$ cat config.mk
export PLATFORM = sky130hd
export DESIGN_NAME = dino_game_core
export DESIGN_NICKNAME = d
export VERILOG_FILES = /design/src/rtl/dino_pkg.sv /design/src/rtl/bcd_counter.sv /design/src/rtl/dino_game_core.sv
export SDC_FILE = /design/constraint.sdc
export NUM_CORES = 1
export LEC_CHECK = 0
export ABC_AREA = 0
export BUFFER_PORTS_ARGS = -buffer_cell sky130_fd_sc_hd__buf_2
export CAP_MARGIN = 15
export CORE_ASPECT_RATIO = 0.6
export CORE_MARGIN = 2
export CORE_UTILIZATION = 30
export CTS_BUF_LIST = sky130_fd_sc_hd__clkbuf_4
export CTS_CLUSTER_DIAMETER = 120
export DETAILED_ROUTE_END_ITERATION = 10
export SETUP_SLACK_MARGIN = 0.2
export SLEW_MARGIN = 15
export SYNTH_ARGS = -nofsm -noshare
export SYNTH_HDL_FRONTEND = slang
export SYNTH_HIERARCHICAL = 1
export SYNTH_SLANG_ARGS = --single-unit
export TNS_END_PERCENT = 50
$ cat constraint.sdc
create_clock -name clk -period 3.55 [get_ports clk]
set_clock_uncertainty 0.15 [all_clocks]
set_input_delay 0.71 -clock clk [delete_from_list [all_inputs] [get_ports clk]]
set_output_delay 0.71 -clock clk [all_outputs]
set_load 0.01 [all_outputs]
$ cat src/rtl/dino_pkg.sv
// Shared types and default geometry for the dino runner game core.
package dino_pkg;

  typedef enum logic [1:0] {
    StIdle = 2'd0,
    StRun  = 2'd1,
    StOver = 2'd2
  } game_state_t;

  typedef logic [3:0] bcd_digit_t;

  localparam int unsigned SpawnXDefault = 550;
  localparam int unsigned MinXDefault   = 10;
  localparam int unsigned GroundY       = 400;

endpackage

$ cat src/rtl/bcd_counter.sv
// Saturating multi-digit BCD counter with synchronous clear and a pulse on every x00 rollover.
module bcd_counter
  import dino_pkg::*;
#(
  parameter int unsigned NUM_DIGITS = 5
) (
  input  logic                    clk,
  input  logic                    reset,
  input  logic                    clear,
  input  logic                    inc,
  output logic [4*NUM_DIGITS-1:0] count,
  output logic                    roll100
);

  bcd_digit_t [NUM_DIGITS-1:0] count_q, count_d;
  logic all_nines;
  logic carry;

  always_comb begin
    all_nines = 1'b1;
    for (int unsigned i = 0; i < NUM_DIGITS; i++) begin
      if (count_q[i] != 4'd9) all_nines = 1'b0;
    end
    count_d = count_q;
    carry   = inc & ~all_nines;
    for (int unsigned i = 0; i < NUM_DIGITS; i++) begin
      if (carry) begin
        if (count_q[i] == 4'd9) begin
          count_d[i] = 4'd0;
        end else begin
          count_d[i] = count_q[i] + 4'd1;
          carry      = 1'b0;
        end
      end
    end
    if (clear) count_d = '0;
  end

  always_ff @(posedge clk or negedge reset) begin
    if (!reset) count_q <= '0;
    else        count_q <= count_d;
  end

  assign count = count_q;

  if (NUM_DIGITS >= 2) begin : g_roll
    assign roll100 = inc & ~clear & ~all_nines & (count_q[0] == 4'd9) & (count_q[1] == 4'd9);
  end else begin : g_no_roll
    assign roll100 = 1'b0;
  end

endmodule

$ cat src/rtl/dino_game_core.sv
// Frame-rate game-state engine: run/over FSM, obstacle scrolling, BCD score and high score.
// Define DINO_SPEEDUP_EN to ramp scroll speed by one every 100 points up to SPEED_MAX.
module dino_game_core
  import dino_pkg::*;
#(
  parameter int unsigned N_OBS      = 2,
  parameter int unsigned X_W        = 10,
  parameter int unsigned SPAWN_X    = SpawnXDefault,
  parameter int unsigned OBS_GAP    = 200,
  parameter int unsigned MIN_X      = MinXDefault,
  parameter int unsigned NUM_DIGITS = 5,
  parameter int unsigned SCORE_DIV  = 32,
  parameter int unsigned SPEED_INIT = 1,
  parameter int unsigned SPEED_MAX  = 4
) (
  input  logic                    clk,
  input  logic                    reset,
  input  logic                    frame_tick,
  input  logic                    start,
  input  logic                    hit,
  output logic [1:0]              state,
  output logic                    game_on,
  output logic                    game_over,
  output logic [N_OBS*X_W-1:0]    obs_x,
  output logic [4*NUM_DIGITS-1:0] score_bcd,
  output logic [4*NUM_DIGITS-1:0] high_bcd,
  output logic                    new_high,
  output logic [2:0]              speed
);

  localparam int unsigned DivW    = (SCORE_DIV > 1) ? $clog2(SCORE_DIV) : 1;
  localparam int unsigned WrapAdd = N_OBS * OBS_GAP;

  game_state_t                 state_q;
  logic                        start_q, game_on_q, game_over_q, new_high_q;
  logic [N_OBS-1:0][X_W-1:0]   obs_q;
  logic [DivW-1:0]             div_q;
  logic [4*NUM_DIGITS-1:0]     high_q;
  logic [4*NUM_DIGITS-1:0]     score;
  logic [2:0]                  speed_q;
  logic                        start_edge, run_enter, step, score_inc, roll100;

  function automatic logic [X_W-1:0] spawn_pos(input int unsigned idx);
    return X_W'(SPAWN_X + idx * OBS_GAP);
  endfunction

  assign start_edge = start & ~start_q;
  assign run_enter  = start_edge && (state_q != StRun);
  assign step       = (state_q == StRun) && frame_tick && !hit;
  assign score_inc  = step && (div_q == DivW'(SCORE_DIV - 1));

  always_ff @(posedge clk or negedge reset) begin
    if (!reset) begin
      state_q     <= StIdle;
      start_q     <= 1'b1;  // a button held through reset must not start a game
      game_on_q   <= 1'b0;
      game_over_q <= 1'b0;
      new_high_q  <= 1'b0;
      high_q      <= '0;
      div_q       <= '0;
      for (int unsigned i = 0; i < N_OBS; i++) obs_q[i] <= spawn_pos(i);
    end else begin
      start_q <= start;
      case (state_q)
        StIdle, StOver: begin
          if (start_edge) begin
            state_q     <= StRun;
            game_on_q   <= 1'b1;
            game_over_q <= 1'b0;
            new_high_q  <= 1'b0;
            div_q       <= '0;
            for (int unsigned i = 0; i < N_OBS; i++) obs_q[i] <= spawn_pos(i);
          end
        end
        StRun: begin
          if (hit) begin
            state_q     <= StOver;
            game_on_q   <= 1'b0;
            game_over_q <= 1'b1;
            if (score > high_q) begin
              high_q     <= score;
              new_high_q <= 1'b1;
            end
          end else if (frame_tick) begin
            div_q <= (div_q == DivW'(SCORE_DIV - 1)) ? '0 : div_q + DivW'(1);
            // Wrapping by the full ring length keeps the inter-obstacle spacing exact.
            for (int unsigned i = 0; i < N_OBS; i++) begin
              if (32'(obs_q[i]) < MIN_X + 32'(speed_q)) begin
                obs_q[i] <= X_W'(32'(obs_q[i]) + WrapAdd - 32'(speed_q));
              end else begin
                obs_q[i] <= obs_q[i] - X_W'(speed_q);
              end
            end
          end
        end
        default: state_q <= StIdle;
      endcase
    end
  end

`ifdef DINO_SPEEDUP_EN
  always_ff @(posedge clk or negedge reset) begin
    if (!reset) begin
      speed_q <= 3'(SPEED_INIT);
    end else if (run_enter) begin
      speed_q <= 3'(SPEED_INIT);
    end else if (roll100 && (speed_q < 3'(SPEED_MAX))) begin
      speed_q <= speed_q + 3'd1;
    end
  end
`else
  logic unused_roll100;
  assign unused_roll100 = roll100;
  assign speed_q        = 3'(SPEED_INIT);
`endif

  bcd_counter #(
    .NUM_DIGITS(NUM_DIGITS)
  ) u_score (
    .clk     (clk),
    .reset   (reset),
    .clear   (run_enter),
    .inc     (score_inc),
    .count   (score),
    .roll100 (roll100)
  );

  assign state     = state_q;
  assign game_on   = game_on_q;
  assign game_over = game_over_q;
  assign obs_x     = obs_q;
  assign score_bcd = score;
  assign high_bcd  = high_q;
  assign new_high  = new_high_q;
  assign speed     = speed_q;

endmodule
After elaboration in Yosys (flattened, before gate mapping)

Cells that the tools add are included.

Add/sub/neg operators: 12
$mul: 0
Div/mod/pow operators: 0
Magnitude comparators: 3
Eq/ne operators: 19
Shift operators: 0
Mux-type cells: 47
Bitwise logic cells: 4
Reductions and logical operators: 18

Operators with widths:

| operator              | count |
|---|---|
| $mux 20               | 4 |
| $mux 4                | 10 |
| $pmux 20 s2           | 1 |
| $sub 10x1->10 const B | 4 |
| $add 10x9->10 const B | 2 |
| $add 4x1->4 const B   | 5 |
| $eq 4x4->1 const B    | 5 |
| $gt 20x20->1          | 1 |
| $lt 10x4->1 const B   | 2 |
| $mux 10               | 2 |
| $mux 5                | 4 |
| $ne 4x4->1 const B    | 5 |
| $mux 1                | 19 |
| $reduce_bool 2->1     | 6 |
| $pmux 5 s2            | 1 |
| $ne 2x2->1 const B    | 4 |
| $reduce_and 4->1      | 2 |
| $pmux 1 s2            | 3 |
| $reduce_and 3->1      | 2 |
| $add 5x1->5 const B   | 1 |
| $eq 5x5->1 const B    | 1 |
| $logic_and 1x1->1     | 4 |
| $mux 2                | 2 |
| $ne 2x1->1 const B    | 2 |
| 9 further kinds       | 11 |

Register bits after elaboration: 71
Bits in latches: 0
Memory bits (writable): 0
Memory bits (read-only): 0
Bits of input ports: 5
Memories kept: 0

Longest topological paths before layout

Depth in word-level cells: 14
Depth in mapped cells: 9

Hierarchy

Netlist, hierarchy kept.

Modules (own cells, without submodules):

| module         | instances | cells an instance | area each (um^2) | seq. area each (um^2) |
|---|---|---|---|---|
| dino_game_core | 1         | 282               | 2915.3           | 1291.2 |
| bcd_counter    | 1         | 124               | 1212.4           | 500.5 |

Worst setup path before layout

OpenSTA, ideal clock, no wires.

Path type: register -> register
Start point: register state_q[1] (netlist: state[1])
End point: register u_score.count_q (netlist bit u_score/count[15])
Arrival: 2.636 ns
Data required time: 3.318 ns
Slack: 0.682 ns
Stages on the path, launching flop included: 10
Period minus slack after synthesis: 2.868 ns
Cell sequence: dfrtp_1 > nand2b_1 > nor3b_4 > clkbuf_1 > and2_1 > and4b_4 > buf_8 > nand2_4 > or4_1 > a31oi_1

Word-level cells in the longest chain between the ends: 9
Elaborated cells on any way between the ends: 12
Classes of those cells: eq/ne (2); mux (4); bitwise (1); reduce/logical (5)

Ends and longest elaborated chain:

| element                            | line                 | RTL |
|---|---|---|
| start: declaration                 | dino_game_core.sv:34 | `game_state_t state_q;` |
| start signal: assignment           | dino_game_core.sv:54 | `state_q <= StIdle;` |
| start signal: assignment           | dino_game_core.sv:67 | `state_q <= StRun;` |
| start signal: assignment           | dino_game_core.sv:77 | `state_q <= StOver;` |
| $eq 2x1->1                         | dino_game_core.sv:49 | `assign step = (state_q == StRun) && frame_tick && !hit;` |
| $logic_and 1x1->1 (2 in series)    | dino_game_core.sv:49 |  |
| $logic_and 1x1->1                  | dino_game_core.sv:50 | `assign score_inc = step && (div_q == DivW'(SCORE_DIV - 1));` |
| net score_inc                      | dino_game_core.sv:41 | `logic start_edge, run_enter, step, score_inc, roll100;` |
| $and 1x1->1                        | bcd_counter.sv:25    | `carry = inc & ~all_nines;` |
| $mux 1 (3 in series)               | bcd_counter.sv:27    | `if (carry) begin` |
| $reduce_bool 2->1 (no source line) | -                    |  |
| end signal: assignment             | bcd_counter.sv:41    | `else count_q <= count_d;` |
| end: declaration                   | bcd_counter.sv:15    | `bcd_digit_t [NUM_DIGITS-1:0] count_q, count_d;` |

The timed path passes the listed nets, and every way through them passes these cells.
A chain may end at the register's enable or synchronous reset.

Worst setup path after layout

Start point: register u_score.count_q (netlist bit u_score/count[13])
End point: register high_q[0] (netlist: high_bcd[0])

Word-level cells in the longest chain between the ends: 2

Ends and longest elaborated chain:

| element                           | line                 | RTL |
|---|---|---|
| $gt 20x20->1                      | dino_game_core.sv:80 | `if (score > high_q) begin` |
| $reduce_and 3->1 (no source line) | -                    |  |
| end signal: assignment            | dino_game_core.sv:81 | `high_q <= score;` |
| end: declaration                  | dino_game_core.sv:38 | `logic [4*NUM_DIGITS-1:0] high_q;` |

No other way between the ends.

==> flow_summary_export.csv <==
group,metric,value,unit
power_and_ir_drop,power.leakage,2.37,nW
drt,dr.first_iter.drc_count,206,
drt,dr_total_vias,3240,
global_route,antenna_found_initial,0,
die,die_height,94.8,um
job,max-cap-violations,0,
timing,finalHoldViolCount,0,
drt,viasPerCell,4.91,
finish,post_route_cells_drive_above_1_share,0.285,
clock_tree,htreeDepth,3,
timing,finalSetupViolCount,0,
clock_tree,cts_max_path_buffers,2,
finish,diodes,0,
drt,postRouteAntennaNets,0,
worst_hold_path,min_path_type,"input pin to async pin",
power_and_ir_drop,internal-power,0.00125,W
timing,rsz0062_at_grt,"no",
drt,postRouteWirelength,10200,um
die,start_util,0.305,
setup_path,critPathMaxStageDelay,0.47,ns
timing,relSlewSlack,0.413,
place,port_buffers,69,
drt,wire_per_inst,15.5,um
die,core_area,0.0135,mm2
global_route,grt_pass1_wl,16400,um
power_and_ir_drop,swShare,0.327,
place,place_hpwl,7510,um
power_and_ir_drop,seqPwrFrac,0.516,
clock_tree,cts_made_buffers,9,
power_and_ir_drop,vdd_ir_drop_max,114,uV
power_and_ir_drop,pwr_density_cell,389,mW/mm2
clock_tree,cts_root_buffer,"clkbuf_4",
global_route,grt_usage,0.145,
setup_path,cp_slowest_cell,"dfrtp_1",
clock_tree,cts_tree,"yes",
clock_tree,clock_latency,0.43,ns
synthesis,synth_area,0.00412,mm2
finish,area_growth,15.7,%
setup_path,ff2ff_setup_slack,0.82,ns
setup_path,critPathKind,"flop to flop",
timing,min_period,2.73,ns
global_route,grt_pass1_vias,3098,
synthesis,yosys_warnings,6,
setup_path,worstPathCellList,"ha_1 -> a21oi_1 -> nor2_1 -> a211oi_1 -> o21ai_0 -> o31ai_4 -> buf_4 -> mux2_2",
setup_path,start_kind,"flop",
timing,fin_crit_sh,0.768,
synthesis,synth.avg_cell_area,10.2,um2
setup_path,worstSetupEndpointType,"flop",
clock_tree,cts_setup_buffers,0,
die,dieWidth,155,um
power_and_ir_drop,p_comb_frac,0.234,
die,io_pins,73,
clock_tree,cts_hold_buf,0,
timing,fmax,367,MHz
setup_path,path_max_fanout,12,
die,die-area,0.0147,mm2
timing,worst_slack,0.823,ns
power_and_ir_drop,clockPowerShare,0.250,
place,preCtsSetupSlack,0.770,ns
timing,finalSetupTns,0,ns
timing,slew_viol_final,0,
clock_tree,post_cts_resize_count,0,
setup_path,worst_path_dominant_cell_family,"compound AO/OA/AOI/OAI gates",
global_route,grt_overflow,0,
synthesis,netlist_instances,405,
timing,tightest_slew,0.867,ns
drt,drc,0,
outcome,status,"finished clean",
drt,drt_pass1_iterations,4,
clock_tree,cts_sinks,71,
die,rows,33,
setup_path,path_buf_inv,1,
finish,fin_nets,517,
power_and_ir_drop,switching_power,0.000607,W
setup_path,critPathRequiredTime,3.72,ns
finish,fill_cells,1370,
clock_tree,path_clk_slew,0.12,ns
global_route,grt_max_degree,72,
setup_path,arrival,2.90,ns
place,gp_congestion,0.842,
==> stage by stage <==
stage          instance area (um2)  std cells  power (W)  hold WS (ns)  utilization
2_1_floorplan                 4130        406    0.00125         0.264            -
3_3_place_gp                  4660        644    0.00140         0.305        0.344
3_5_place_dp                  4660        644    0.00142         0.308        0.344
4_1_cts                       4770        660    0.00189         0.134        0.352
5_1_grt                       4770        660    0.00197         0.145        0.352
6_report                      4770        660    0.00185         0.148        0.352
==> path summary, 6_finish.rpt <==
check | depth (start not counted) | startpoint | endpoint
min reg2reg | 2 | new_high | new_high
max in group asynchronous | 2 | reset | start_q
max reg2reg | 8 | u_score/count[13] | high_bcd[0]
min in group clk | 1 | start | start_q
min | 2 | reset | obs_x[3]
max | 8 | u_score/count[13] | high_bcd[0]
==> power by group through the flow <==
stage                     combinational (W)  sequential [W]  clock, W
after global routing               0.000488        0.000971  0.000516
final                              0.000434        0.000956  0.000464
after detailed placement           0.000445        0.000970         0
after floorplan                    0.000273        0.000979         0
after CTS                          0.000445        0.000957  0.000488
after global placement             0.000433        0.000967         0
==> worst register-to-register path, cell delays in order, from the launching register on <==
cell and delay (ns):
dfrtp_1 0.47, ha_1 0.34, a21oi_1 0.16, nor2_1 0.05, a211oi_1 0.33, o21ai_0 0.20, o31ai_4 0.29, buf_4 0.29
mux2_2 0.36
==> state kept, by name (all words and copies together), names as in the netlist, 2 cells and up <==
signal,cells
div_q,5
u_score/count,20
state,2
high_bcd,20
obs_x,20
==> layout by cell type, fill, tap and decap left out, types with 6 or more instances in the layout <==
master    count
a21oi_1      20
buf_2        69
buf_4         6
clkbuf_4     14
dfrtp_1      59
dfstp_2      12
ha_1         32
inv_1        33
mux2_4       19
nand2_1      42
nand3_1      13
nand4_1       7
nor2_1       30
nor3_1       12
o21ai_0      26
xnor2_1       8
==> metal layers <==
metal  vias up  routed length [um]  global-route usage  share of wire
met4         0                  92              0.0505         0.0090
li1       1581                   -                   -              -
met1      1564                5300               0.213           0.52
met5         -                   0                   0              0
met2        87                4090               0.196           0.40
met3         8                 715              0.0486          0.070
==> cell type report <==
type | count | area, um2 | share of cell area
multi-input cells | 289 | 2110 | 0.443
flip-flops and latches | 71 | 1790 | 0.376
repair buffers | 76 | 410 | 0.0860
well taps | 175 | 219 | 0.0459
inverters | 33 | 124 | 0.0260
clock buffers | 14 | 105 | 0.0220
clock inverters | 2 | 8.76 | 0.00184
No activity file was read; power rests on OpenSTA's default activity.
